<file path="config.mk">
export PLATFORM = sky130hd
export DESIGN_NAME = id_exe_pipe_reg
export DESIGN_NICKNAME = d
export VERILOG_FILES = /design/src/rtl/id_exe_pipe_reg.sv
export SDC_FILE = /design/constraint.sdc
export NUM_CORES = 1
export LEC_CHECK = 0
export CORE_AREA = 2 2 208 210
export DETAILED_ROUTE_END_ITERATION = 8
export DIE_AREA = 0 0 210 212
export PLACE_DENSITY_LB_ADDON = 0.1
export SKIP_LAST_GASP = 1
export SLEW_MARGIN = 30
export SYNTH_ARGS = -nofsm -noshare
export SYNTH_HDL_FRONTEND = slang
export SYNTH_SLANG_ARGS = --single-unit
export TNS_END_PERCENT = 1
</file>
<file path="constraint.sdc">
create_clock -name clk -period 2.5 [get_ports clk]
set_input_delay 0.25 -clock clk [delete_from_list [all_inputs] [get_ports clk]]
set_output_delay 0.25 -clock clk [all_outputs]
set_load 0.02 [all_outputs]
</file>
<file path="src/rtl/id_exe_pipe_reg.sv">
// rtl/id_exe_pipe_reg.sv - ID->EX pipeline register with stall handshake, flush and operand forwarding
// Optional feature macro: ID_EXE_PERF_CNT_EN (stall/bubble performance counters)
module id_exe_pipe_reg #(
  parameter int XLEN    = 32,
  parameter int AW      = 6,
  parameter int NUM_FWD = 2,
  parameter int CTRL_W  = 16
) (
  input  logic                    clk,
  input  logic                    rst,
  input  logic                    id_valid,
  output logic                    id_ready,
  input  logic                    ex_ready,
  output logic                    ex_valid,
  input  logic                    flush,
  input  logic [XLEN-1:0]         pc_id,
  input  logic [XLEN-1:0]         imm_id,
  input  logic [CTRL_W-1:0]       ctrl_id,
  input  logic [AW-1:0]           rd_id,
  input  logic [AW-1:0]           rs1_id,
  input  logic [AW-1:0]           rs2_id,
  input  logic [XLEN-1:0]         rs1_data,
  input  logic [XLEN-1:0]         rs2_data,
  input  logic [XLEN-1:0]         frs1_data,
  input  logic [XLEN-1:0]         frs2_data,
  input  logic [NUM_FWD-1:0]      fwd_vld,
  input  logic [NUM_FWD*AW-1:0]   fwd_addr,
  input  logic [NUM_FWD*XLEN-1:0] fwd_data,
  output logic [XLEN-1:0]         pc_ex,
  output logic [XLEN-1:0]         imm_ex,
  output logic [CTRL_W-1:0]       ctrl_ex,
  output logic [AW-1:0]           rd_ex,
  output logic [AW-1:0]           rs1_ex,
  output logic [AW-1:0]           rs2_ex,
  output logic [XLEN-1:0]         op1_ex,
  output logic [XLEN-1:0]         op2_ex,
  output logic [31:0]             stall_cnt,
  output logic [31:0]             bubble_cnt
);

  logic              r_ex_valid;
  logic [XLEN-1:0]   r_pc, r_imm, r_op1, r_op2;
  logic [CTRL_W-1:0] r_ctrl;
  logic [AW-1:0]     r_rd, r_rs1, r_rs2;

  logic              w_id_ready;
  logic              w_id1_hit, w_id2_hit, w_ex1_hit, w_ex2_hit;
  logic [XLEN-1:0]   w_id1_fwd, w_id2_fwd, w_ex1_fwd, w_ex2_fwd;
  logic [XLEN-1:0]   w_op1_id, w_op2_id;

  // Returns {hit, data}; scanning from the oldest source down lets the youngest (index 0) win.
  // Integer x0 never matches; FP f0 has bit AW-1 set so it is nonzero and forwards normally.
  function automatic logic [XLEN:0] f_lookup(
    input logic [AW-1:0]           a,
    input logic [NUM_FWD-1:0]      v,
    input logic [NUM_FWD*AW-1:0]   fa,
    input logic [NUM_FWD*XLEN-1:0] fd
  );
    logic [XLEN:0] res;
    res = '0;
    for (int k = NUM_FWD - 1; k >= 0; k--) begin
      if (v[k] && (fa[k*AW +: AW] == a) && (a != '0)) begin
        res = {1'b1, fd[k*XLEN +: XLEN]};
      end
    end
    return res;
  endfunction

  assign w_id_ready = !r_ex_valid || ex_ready;

  // Forwarding lookups for the incoming (load) and held (stall refresh) source addresses
  always_comb begin
    {w_id1_hit, w_id1_fwd} = f_lookup(rs1_id, fwd_vld, fwd_addr, fwd_data);
    {w_id2_hit, w_id2_fwd} = f_lookup(rs2_id, fwd_vld, fwd_addr, fwd_data);
    {w_ex1_hit, w_ex1_fwd} = f_lookup(r_rs1, fwd_vld, fwd_addr, fwd_data);
    {w_ex2_hit, w_ex2_fwd} = f_lookup(r_rs2, fwd_vld, fwd_addr, fwd_data);
    w_op1_id = w_id1_hit ? w_id1_fwd : (rs1_id[AW-1] ? frs1_data : rs1_data);
    w_op2_id = w_id2_hit ? w_id2_fwd : (rs2_id[AW-1] ? frs2_data : rs2_data);
  end

  // Stage register: reset > flush > load > hold-with-forwarding-refresh
  always_ff @(posedge clk) begin
    if (!rst) begin
      r_ex_valid <= 1'b0;
      r_pc       <= '0;
      r_imm      <= '0;
      r_ctrl     <= '0;
      r_rd       <= '0;
      r_rs1      <= '0;
      r_rs2      <= '0;
      r_op1      <= '0;
      r_op2      <= '0;
    end else if (flush) begin
      r_ex_valid <= 1'b0;
    end else if (w_id_ready) begin
      r_ex_valid <= id_valid;
      r_pc       <= pc_id;
      r_imm      <= imm_id;
      r_ctrl     <= ctrl_id;
      r_rd       <= rd_id;
      r_rs1      <= rs1_id;
      r_rs2      <= rs2_id;
      r_op1      <= w_op1_id;
      r_op2      <= w_op2_id;
    end else begin
      if (w_ex1_hit) r_op1 <= w_ex1_fwd;
      if (w_ex2_hit) r_op2 <= w_ex2_fwd;
    end
  end

`ifdef ID_EXE_PERF_CNT_EN
  logic [31:0] r_stall_cnt, r_bubble_cnt;

  // Saturating stall / bubble counters observing the currently held state
  always_ff @(posedge clk) begin
    if (!rst) begin
      r_stall_cnt  <= '0;
      r_bubble_cnt <= '0;
    end else begin
      if (r_ex_valid && !ex_ready && !flush && (r_stall_cnt != 32'hFFFF_FFFF))
        r_stall_cnt <= r_stall_cnt + 32'd1;
      if (!r_ex_valid && (r_bubble_cnt != 32'hFFFF_FFFF))
        r_bubble_cnt <= r_bubble_cnt + 32'd1;
    end
  end

  assign stall_cnt  = r_stall_cnt;
  assign bubble_cnt = r_bubble_cnt;
`else
  assign stall_cnt  = 32'd0;
  assign bubble_cnt = 32'd0;
`endif

  assign id_ready = w_id_ready;
  assign ex_valid = r_ex_valid;
  assign pc_ex    = r_pc;
  assign imm_ex   = r_imm;
  assign ctrl_ex  = r_ctrl;
  assign rd_ex    = r_rd;
  assign rs1_ex   = r_rs1;
  assign rs2_ex   = r_rs2;
  assign op1_ex   = r_op1;
  assign op2_ex   = r_op2;

endmodule
</file>
# Yosys cells after proc, flatten, opt, wreduce, memory -nomap -nowiden
# Index checks and enable logic that the tools add are counted.
# word_totals
ff_bits	163
in_bits	309
output_inout_bits	228
elab_cells	63
# op_classes
n_eq_ne	8
mux	16
bitwise_logic	2
n_reduce_logical	28
# ops
cell	n
two-way mux 33 bit	8
two-way mux 32 bit	8
equality test 6 bit	8
nonzero test 6 bit	4
logical AND 1 bit	16
AND reduction 2 bit	3
nonzero test 2 bit	2
inverter 1 bit	2
OR reduction 2 bit	1
logical NOT 1 bit	1
logical OR 1 bit	1

# Depth between registers and ports, before layout
# depth
ltp_word	7
depth_mapped	9
ltp_nobuf	6

# Least setup slack after synthesis
# OpenSTA, ideal clock, no wires.
# synth_path
kind	reg-to-reg
start	register r_rs1[0], in the netlist rs1_ex[0]
end	register r_op1[10], in the netlist op1_ex[10]
setup_time_ps	117
t_arrival_ps	2160
t_required_ps	2383
slack_ps	223
path_stages_with_launch	9
n_path_buf	2
period_less_slack_ps	2277
path_cell_list	dfxtp_1 > xnor2_1 > nand2_1 > nor4_2 > nor2b_4 > buf_6 > buf_8 > a221o_1 > a32o_1
# synth_via
elab_chain_len	7
elab_cells_between_ends	13
classes_between	eq/ne: 2; mux: 4; reduce/logical: 7
# synth_rtl
item	line	rtl
start, declared	44	logic [AW-1:0] r_rd, r_rs1, r_rs2;
start signal, assigned	101	r_rs1 <= rs1_id;
equality test 6 bit	62	if (v[k] && (fa[k*AW +: AW] == a) && (a != '0)) begin
logical AND 1 bit (2 in a row)	62	
two-way mux 33 bit	62	
two-way mux 33 bit *	62	
two-way mux 32 bit or nonzero test 2 bit (tied branches)	--	
two-way mux 32 bit or AND reduction 2 bit (tied branches)	--	
end signal, assigned	103	r_op1 <= w_op1_id;
end signal, assigned	106	if (w_ex1_hit) r_op1 <= w_ex1_fwd;
end, declared	42	logic [XLEN-1:0] r_pc, r_imm, r_op1, r_op2;
# Every way passes the cells marked *; elsewhere a longest branch is shown, timed or not. The select of a mux whose other input is x is not followed.
# A chain may end at the register's enable or synchronous reset.

# Worst setup path after layout
# layout_path
start	register r_rs2[2], in the netlist rs2_ex[2]
end	register r_op2[15], in the netlist op2_ex[15]
# layout_via
elab_chain_len	7
elab_cells_between_ends	13
classes_between	eq/ne: 2; mux: 4; reduce/logical: 7
# layout_rtl
item	line	rtl
start, declared	44	
start signal, assigned	102	r_rs2 <= rs2_id;
equality test 6 bit	62	
logical AND 1 bit (2 in a row)	62	
two-way mux 33 bit	62	
two-way mux 33 bit *	62	
two-way mux 32 bit or nonzero test 2 bit (tied branches)	--	
two-way mux 32 bit or AND reduction 2 bit (tied branches)	--	
end signal, assigned	104	r_op2 <= w_op2_id;
end signal, assigned	107	if (w_ex2_hit) r_op2 <= w_ex2_fwd;
end, declared	42	
# Marked as above.

==> metrics.log <==
INFO  metric hold_class = in2reg
INFO  metric cts_made_buffers = 17
INFO  metric finalWorstPathRequiredPeriod = 2.42 ns
INFO  metric ys_dominant_reg_cell = sky130_fd_sc_hd__dfxtp_1
INFO  metric clock_path_buffers = 2
INFO  metric grt_remaining_overflow = 0
INFO  metric layout_common_cells = sky130_fd_sc_hd__clkdlybuf4s50_1 (469), sky130_fd_sc_hd__nand2_1 (203), sky130_fd_sc_hd__dfxtp_1 (163)
INFO  metric dp_worst_setup_slack = -0.493 ns
INFO  metric power_report.internal_total = 5.48 mW
INFO  metric status = finished clean
INFO  metric fillers = 4,374
INFO  metric detail_route.wirelength = 44.1 mm
INFO  metric crit_path_end_kind = register
INFO  metric hold_viol = 0
INFO  metric setup_ws = 0.0833 ns
INFO  metric final_nets = 1,847
INFO  metric drc_markers = 0
INFO  metric clkPwrFrac = 35.9%
INFO  metric overall_via_count_from_detail_route = 9,738
INFO  metric worst_setup_path_category = reg2reg
INFO  metric cts_root_buf = sky130_fd_sc_hd__clkbuf_16
INFO  metric globalRouteTotalUtil = 19.1%
INFO  metric synth.largest_area_cell = sky130_fd_sc_hd__dfxtp_1
INFO  metric synth_top_cells_by_area = sky130_fd_sc_hd__dfxtp_1 (34%), sky130_fd_sc_hd__nand2_1 (8.0%), sky130_fd_sc_hd__a21boi_0 (7.7%)
INFO  metric worst-slew-pin-transition = 0.588 ns
INFO  metric die-area = 44,500 um^2
INFO  metric power.switching = 2.37 mW
INFO  metric first_iter_violations = 511
INFO  metric yosysWarnings = 0
INFO  metric synth_area_per_cell = 8.84 um^2
INFO  metric number_of_sinks_driven_by_the_clock_tree = 163
INFO  metric grt_first_pass_wirelength = 63.4 mm
INFO  metric pin_count = 537
INFO  metric timing.final.crit_share = 96.7%
INFO  metric clock_tree_from_tritoncts = done
INFO  metric drive_gt1_share = 12.1%
INFO  metric setup_viol = 0
INFO  metric gp_congestion = 0.771
INFO  metric fin_cells = 2,098
INFO  metric core_area = 42,500 um^2
INFO  metric maxCapViolCount = 0
INFO  metric most_common_cell_after_layout_fill_and_taps_aside = sky130_fd_sc_hd__clkdlybuf4s50_1
INFO  metric ys_ff_latch = 163
INFO  metric max_slew_margin = 60.4%
INFO  metric maximum_number_of_pins_on_one_net_before_global_route_repair = 98
INFO  metric yosys.cell_types.count = 45
INFO  metric detail_route.wl_per_cell = 21.0 um
INFO  metric cts_hold_repair.buffers = 0
INFO  metric initial_antenna_violation_count = 4
INFO  metric drt_first_pass_iters = 5
INFO  metric setup_repair_after_global_routing_missed_its_margin = yes
INFO  metric syn2layout_area_growth = 63.0%
INFO  metric post_cts_setup_repair_bufs = 0
INFO  metric timing.hold.worst_path_depth = 2
INFO  metric ys_seq_area_share = 34.1%
INFO  metric placement_rows = 76
INFO  metric finClkSkew = 0.0101 ns
INFO  metric post-route-util = 36.7%
INFO  metric ff2ff_path_depth = 7
INFO  metric clk_transition_reported_paths = 0.07 ns
INFO  metric switching_part_of_the_total_power = 30.2%
INFO  metric final_max_slew_viol_count = 0
INFO  metric achievable-frequency = 414 MHz
INFO  metric synth_top_area_share = 34.1%
INFO  metric cell_area_after_synthesis = 9580 um^2
INFO  metric chipWidth = 210 um
INFO  metric postRouteAntennaNets = 0
INFO  metric detailed_place_hpwl = 32.4 mm
INFO  metric i_o_buffers = 472
INFO  metric required = 2.89 ns
INFO  metric power-per-cell-area = 503 nW/um^2
INFO  metric syn_inst = 1,084
INFO  metric timing.critical_path.arrival = 2.80 ns
INFO  metric total_leakage_power = 5.84 nW
INFO  metric htree_levels = 4
INFO  metric startpoint_type = register
INFO  metric power.ir.vdd_worst = 0.000483 V
INFO  metric logic_gate_share_of_total_power = 27.5%
INFO  metric ys_async_sr_fraction = 0%
INFO  metric power.sequential.fraction = 36.6%
INFO  metric final.hold.worst_slack = 0.191 ns
INFO  metric synth_edf_count = 0
INFO  metric via_per_inst = 4.64
INFO  metric timing.setup.tns = 0 ns
INFO  metric fp.dieH = 212 um
INFO  metric grt_pass1_vias = 9,667
INFO  metric cp_max_fo = 31
INFO  metric worstSkewPairLatency = 0.45 ns
INFO  metric placedCellCount = 2,064
INFO  metric starting_density_of_the_core = 22.5%
-- registers in the layout (all words and copies together) (netlist names) --
| signal | flops |
|---|---|
| pc_ex | 32 |
| rd_ex | 6 |
| rs1_ex | 6 |
| rs2_ex | 6 |
| imm_ex | 32 |
| op2_ex | 32 |
| ex_valid | 1 |
| ctrl_ex | 16 |
| op1_ex | 32 |
-- cells by family after synthesis --
| group | after synthesis | synth area share (%) |
|---|---|---|
| AOI/OAI and AO/OA | 332 | 28.2 |
| and+or+nand+nor | 239 | 10.6 |
| buffers and inverters | 204 | 11.7 |
| DFF | 163 | 34.1 |
| muxes | 97 | 11.0 |
| xor gates and xnor gates | 48 | 4.39 |
| other | 1 | 0.0391 |
-- Yosys cell counts, types with 2 or more instances --
master	n
sky130_fd_sc_hd__nand2_1	204
sky130_fd_sc_hd__dfxtp_1	163
sky130_fd_sc_hd__a21boi_0	98
sky130_fd_sc_hd__clkbuf_1	68
sky130_fd_sc_hd__buf_4	64
sky130_fd_sc_hd__mux2_2	64
sky130_fd_sc_hd__xnor2_1	42
sky130_fd_sc_hd__a21oi_1	34
sky130_fd_sc_hd__inv_1	33
sky130_fd_sc_hd__mux2i_1	33
sky130_fd_sc_hd__a221o_1	32
sky130_fd_sc_hd__a32o_1	32
sky130_fd_sc_hd__o21ai_0	32
sky130_fd_sc_hd__o221a_1	32
sky130_fd_sc_hd__o221ai_1	32
sky130_fd_sc_hd__a22o_1	31
sky130_fd_sc_hd__buf_2	20
sky130_fd_sc_hd__buf_6	7
sky130_fd_sc_hd__buf_1	6
sky130_fd_sc_hd__nand3_1	6
sky130_fd_sc_hd__xor2_1	6
sky130_fd_sc_hd__nand4_1	5
sky130_fd_sc_hd__nor4_1	4
sky130_fd_sc_hd__o21a_1	4
sky130_fd_sc_hd__buf_8	3
sky130_fd_sc_hd__nor2_1	3
sky130_fd_sc_hd__nor2b_1	3
sky130_fd_sc_hd__nor3_1	3
sky130_fd_sc_hd__or4_1	3
sky130_fd_sc_hd__clkbuf_2	2
-- timing repair --
item	CTS	global route
setup endpoints to repair	0	31
resized for setup	0	1
endpoints found under the hold margin	0	0
-- final cells by class --
type | instances | area, um^2 | share of cell area, %
Multi-Input combinational cell | 781 | 5510 | 35.3
Timing Repair Buffer | 541 | 5420 | 34.7
Sequential cell | 163 | 3260 | 20.9
Tap cell | 546 | 683 | 4.38
Clock buffer | 20 | 467 | 2.99
Clock inverter | 12 | 145 | 0.930
Inverter | 34 | 128 | 0.817
Antenna cell | 1 | 2.50 | 0.0160
-- power by group through the flow --
stage / clock network (mW) / registers, mW / logic, mW
finish: 2.82 / 2.88 / 2.16
global route: 3.03 / 2.90 / 2.31
CTS: 2.93 / 2.88 / 2.18
detailed placement: 0 / 2.94 / 2.17
global placement: 0 / 2.93 / 2.17
floorplan: 0 / 3.14 / 0.828
-- worst max-delay path, cell delays in order (launching register included) --
cell and delay [ns]:
sky130_fd_sc_hd__dfxtp_1 0.49, sky130_fd_sc_hd__xnor2_1 0.16, sky130_fd_sc_hd__nand4_1 0.20, sky130_fd_sc_hd__or4_1 0.49, sky130_fd_sc_hd__o32a_1 0.40, sky130_fd_sc_hd__buf_12 0.18
sky130_fd_sc_hd__o221ai_1 0.20, sky130_fd_sc_hd__o221a_1 0.21
-- worst paths after layout --
kind | start | endpoint | slack, ns
setup / recovery | rs2_ex[2]$_SDFFE_PN0P_ | op2_ex[15]$_SDFFE_PN0P_ | 0.08
hold / removal | rst | imm_ex[12]$_SDFFE_PN0P_ | 0.19
setup reg to reg | rs2_ex[2]$_SDFFE_PN0P_ | op2_ex[15]$_SDFFE_PN0P_ | 0.08
hold reg to reg | pc_ex[7]$_SDFFE_PN0P_ | pc_ex[7]$_SDFFE_PN0P_ | 0.46
-- per-stage QoR --
step,area (um^2),total power [mW]
finish,15600,7.85
global route,15600,8.24
CTS,15600,8.00
detailed placement,15000,5.11
global placement,15000,5.10
floorplan,9820,3.97
-- per-layer routing --
| metal | vias to the layer above | GRT usage, % | routed length [um] |
|---|---|---|---|
| li1 | 4700 | - | - |
| met1 | 4604 | 23.0 | 18600 |
| met2 | 390 | 32.5 | 21000 |
| met3 | 38 | 6.12 | 3620 |
| met4 | 6 | 5.50 | 859 |
| met5 | - | 0 | 37 |
Note: power is estimated with default switching activity, not from simulation.
